[config.mk]
export PLATFORM = sky130hd
export DESIGN_NAME = phase_timer
export DESIGN_NICKNAME = d
export VERILOG_FILES = /design/src/rtl/tl_pkg.sv /design/src/rtl/phase_timer_tap_compare.sv /design/src/rtl/phase_timer.sv
export SDC_FILE = /design/constraint.sdc
export NUM_CORES = 1
export LEC_CHECK = 0
export ABC_CLOCK_PERIOD_IN_PS = 3100
export BUFFER_PORTS_ARGS = -buffer_cell sky130_fd_sc_hd__buf_2
export CAP_MARGIN = 20
export CORE_MARGIN = 2
export CORE_UTILIZATION = 53
export DETAILED_ROUTE_END_ITERATION = 8
export PLACE_DENSITY = 0.84
export SYNTH_ARGS = -nofsm -noshare
export SYNTH_HDL_FRONTEND = slang
export SYNTH_SLANG_ARGS = --single-unit
[constraint.sdc]
create_clock -name clk -period 3.1 [get_ports clk]
set_input_delay 0 -clock clk [delete_from_list [all_inputs] [get_ports clk]]
set_output_delay 0 -clock clk [all_outputs]
set_load 0.03 [all_outputs]
[src/rtl/tl_pkg.sv]
// Shared types and constants for the traffic-light controller timing blocks.
package tl_pkg;

    typedef enum logic [1:0] {
        IDLE = 2'd0,
        RUN  = 2'd1,
        DONE = 2'd2
    } timer_state_t;

    localparam logic MODE_PERIODIC = 1'b0;
    localparam logic MODE_ONESHOT  = 1'b1;

endpackage

[src/rtl/phase_timer_tap_compare.sv]
// One threshold detector: registers a pulse when an advance lands the counter on the tap value.
module tap_compare #(
    parameter int unsigned WIDTH = 8
) (
    input  logic             clk_i,
    input  logic             rst_ni,
    input  logic             adv_i,
    input  logic [WIDTH-1:0] next_cnt_i,
    input  logic [WIDTH-1:0] tap_val_i,
    output logic             hit_o
);

    logic hit_q;
    logic hit_d;

    // Only an advance, wrap or start is an entry; holding on a value never re-pulses.
    always_comb begin
        hit_d = adv_i && (next_cnt_i == tap_val_i);
    end

    always_ff @(posedge clk_i or negedge rst_ni) begin
        if (!rst_ni) begin
            hit_q <= 1'b0;
        end else begin
            hit_q <= hit_d;
        end
    end

    assign hit_o = hit_q;

endmodule

[src/rtl/phase_timer.sv]
// Programmable interval timer with per-tap entry pulses; periodic or one-shot operation.
module phase_timer
    import tl_pkg::*;
#(
    parameter int unsigned WIDTH    = 8,
    parameter int unsigned NUM_TAPS = 2
) (
    input  logic                      clk,
    input  logic                      rst,
    input  logic                      en,
    input  logic                      start,
    input  logic                      mode,
    input  logic [WIDTH-1:0]          period,
    input  logic [NUM_TAPS*WIDTH-1:0] tap_val,
    output logic [WIDTH-1:0]          count,
    output logic [NUM_TAPS-1:0]       tap_hit,
    output logic                      term,
    output logic                      busy
);

    timer_state_t     state_q, state_d;
    logic [WIDTH-1:0] count_q, count_d;
    logic             term_q, term_d;
    logic             busy_q;
    logic             adv;

    always_comb begin
        state_d = state_q;
        count_d = count_q;
        term_d  = 1'b0;
        adv     = 1'b0;
        if (start) begin
            state_d = RUN;
            count_d = '0;
            adv     = 1'b1;
        end else if ((state_q == RUN) && en) begin
            // >= lets a lowered period terminate at once instead of wrapping through 2^WIDTH.
            if (count_q >= period) begin
                term_d = 1'b1;
                if (mode == MODE_ONESHOT) begin
                    state_d = DONE;
                end else begin
                    count_d = '0;
                    adv     = 1'b1;
                end
            end else begin
                count_d = count_q + 1'b1;
                adv     = 1'b1;
            end
        end
    end

    always_ff @(posedge clk or negedge rst) begin
        if (!rst) begin
            state_q <= IDLE;
            count_q <= '0;
            term_q  <= 1'b0;
            busy_q  <= 1'b0;
        end else begin
            state_q <= state_d;
            count_q <= count_d;
            term_q  <= term_d;
            busy_q  <= (state_d == RUN);
        end
    end

    for (genvar i = 0; i < NUM_TAPS; i++) begin : g_tap
        tap_compare #(
            .WIDTH(WIDTH)
        ) u_tap (
            .clk_i      (clk),
            .rst_ni     (rst),
            .adv_i      (adv),
            .next_cnt_i (count_d),
            .tap_val_i  (tap_val[i*WIDTH +: WIDTH]),
            .hit_o      (tap_hit[i])
        );
    end

    assign count = count_q;
    assign term  = term_q;
    assign busy  = busy_q;

endmodule
==> metrics <==
CTS tree=built; Design Power=~0.46 mW; final setup vio count=0; Clk pwr share=0.285; Starting Density=0.5637; GRT Util Overall=0.2688; layout cells sized above 1=0.2851; worst-margin pin slew=727.3 ps; PnR worst setup slack=438.3 ps; Main synth FF type=dfrtp_1; largest net degree at the start of global routing=26; syn nets=226; Worst Setup Start Kind=register; clk root buf=clkbuf_4; final setup TNS=0 ps; Critical Path RT=3290 ps; Design Area, Final=1803 um2; number of distinct library cells after synthesis=63; CP arrival=around 2900 ps; Buffers on Ports=40; post-DP HPWL=3424 um; Synth Cell Area=1568 um2; Iter 0 DRT Violations=107; first-pass detailed-route iteration total=6; clock buffer count from CTS=3; Skew-Pair Late Insertion Delay=290 ps; Post-synth EDFFs=0; layout overhead on the synthesized area=15.00%; Post-synth ARST share=1.000; CP max-delay cell=a211oi_4; Clk pin slew, worst setup/hold paths=80 ps; Mapped Cells=between 150 and 200; crit-path cells=ha_1 -> and4_1 -> o21ai_2 -> o21a_1 -> a211oi_4 -> a21oi_2 -> a2111o_1 -> nor4_2; sequential share of power=0.412; total number of vias=1688; Final ANT Viol Nets=0; P per Cell Area=256.9 nW/um2; Non-Filler Instances=roughly 260; die area=roughly 3400 um2; fin crit period=2662 ps; Num Clock Sinks=14; drt drc=0; final cycle utilization of the critical path=0.8586; maximum vdd drop=289.6 uV; commonest non-fill, non-tap cell in the layout=buf_2; final WL=~4400 um; Post-CTS Setup Bufs=0; max_slew headroom=0.5151; Place WS=around 470 ps; CP Max Fanout=8; Internal=between 0.3 and 0.4 mW; Ys Warns=0; Die W=58.39 um; f_max=375.7 MHz; logic gate share of total power=0.303; Die Y=58.39 um; initial antenna violation count=0; Layout Nets=about 270; Avg Cell Area, Syn=8.339 um2; routability cong.=1.031; status=finished, final reports clean; clk_skew=about 11 ps; Final Hold Viols=0; Psw=between 0.15 and 0.2 mW; Leak=0.8395 nW; Switching Share=0.3242; Via-to-Cell Ratio=about 6.5; post-layout util=0.6482; # Max-Cap Violations=0; Min-Delay Path Class=in2reg; max-slew violations=0; htree depth=1; Inst Count DP=254; crit end category=register; gr ovfl total=0; critical path type=reg2reg; count of inserted antenna diode cells=0; most frequent cells in the layout=40 x buf_2, 16 x a21oi_1, 15 x inv_1; drt wl/cell=17.10 um; dpl cell area=1757 um2; boundary pin count=just over 40; vias in the first global route=1469; first-pass GRT wire length=7024 um; # rows=19; final hold slack=26.60 ps; synthesized flop and latch total=14; Seq/Total Area, Yosys=0.2235; core area=2781 um2; critical path's largest stage delay=470 ps; clk buf depth=2; unrepaired setup endpoints after global routing=false
## logic make-up after synthesis
kind of cell | count (synthesis) | synth area share
DFF | 14 | 0.2235
buffers and inverters | 28 | 0.1061
adders and majority gates | 9 | 0.07183
AOI/OAI and AO/OA | 68 | 0.3392
and+or+nand+nor | 64 | 0.2291
xor gates and xnor gates | 2 | 0.01118
muxes | 3 | 0.01915
## power groups by stage
stage               Combinational [mW]  Sequential [mW]  Clock [mW]
finish                           0.140            0.191       0.132
floorplan                       0.0824            0.200           0
CTS                              0.138            0.191       0.133
global route                     0.154            0.191       0.141
detailed placement               0.136            0.194           0
global placement                 0.137            0.194           0
## routing by layer
metal  wire, um  up-vias  track usage
met3        485       10      0.05495
met4         91        0      0.06645
met2       2015      113       0.4446
li1           -      793            -
met1       1837      772       0.3590
met5          0        -            0
## registers in the layout, summed over array words and instances (netlist names)
| name | cells |
|---|---|
| g_tap.u_tap.hit_o | 2 |
| count | 8 |
| term | 1 |
| busy | 1 |
| state_q | 2 |
## repair_timing
action | CTS | global route
hold endpoints to repair | 14 | 0
hold buffers | 1 | 0
resized for setup | 0 | 0
## path summary, 6_finish.rpt
check / from / endpoint / slack (ps) / cells after the start
worst min register to register: state_q[0] / state_q[0] / 620 / 1
worst max-delay path: count[7] / g_tap[1].u_tap.hit_o / 440 / 8
max in group asynchronous: rst / count[5] / 2720 / 2
worst max register to register: count[7] / g_tap[1].u_tap.hit_o / 440 / 8
min in group asynchronous: rst / term / 140 / 2
worst min-delay path: tap_val[13] / g_tap[1].u_tap.hit_o / 30 / 3
## layout make-up
type,count,area [um2]
fillers,245,978.4
flip-flops and latches,14,350.3
multi-input cells,146,1051
inverters,15,56.30
clock buffers,4,36.28
well taps,31,38.79
repair buffers,49,270.3
## synth_stat cells, types with 2 or more instances
cell type,instances,area share
nor2b_1,2,0.0080
o21a_1,4,0.019
clkbuf_1,3,0.0072
dfrtp_1,14,0.22
a2111o_1,3,0.022
buf_2,2,0.0064
a21oi_2,2,0.011
and2_1,3,0.012
o21ai_2,2,0.011
nor4bb_1,2,0.013
o21ai_0,6,0.019
a211oi_1,2,0.0096
o22ai_1,3,0.012
and4_1,2,0.011
nor3_1,5,0.016
or3_1,5,0.020
nor4_1,2,0.0080
o311ai_0,2,0.011
buf_6,3,0.022
nand2_1,9,0.022
o31ai_1,2,0.0096
or4_1,2,0.0096
a21oi_1,16,0.051
o211ai_1,3,0.014
a311oi_1,3,0.017
mux2i_1,3,0.019
buf_4,2,0.0096
clkbuf_8,2,0.018
nand3_1,6,0.019
nor2_1,14,0.034
inv_1,15,0.036
ha_1,9,0.072
nand2b_1,5,0.020
## worst max-delay path: cells and delay by family, from the launching register on
| family | cells | cell delay [ps] |
|---|---|---|
| AO/OA/AOI/OAI | 5 | 1420 |
| adder cells (fa/ha/maj) | 1 | 310 |
| flip-flops | 1 | 440 |
| AND/OR/NAND/NOR | 2 | 400 |
No activity file was read; power rests on OpenSTA's default activity.
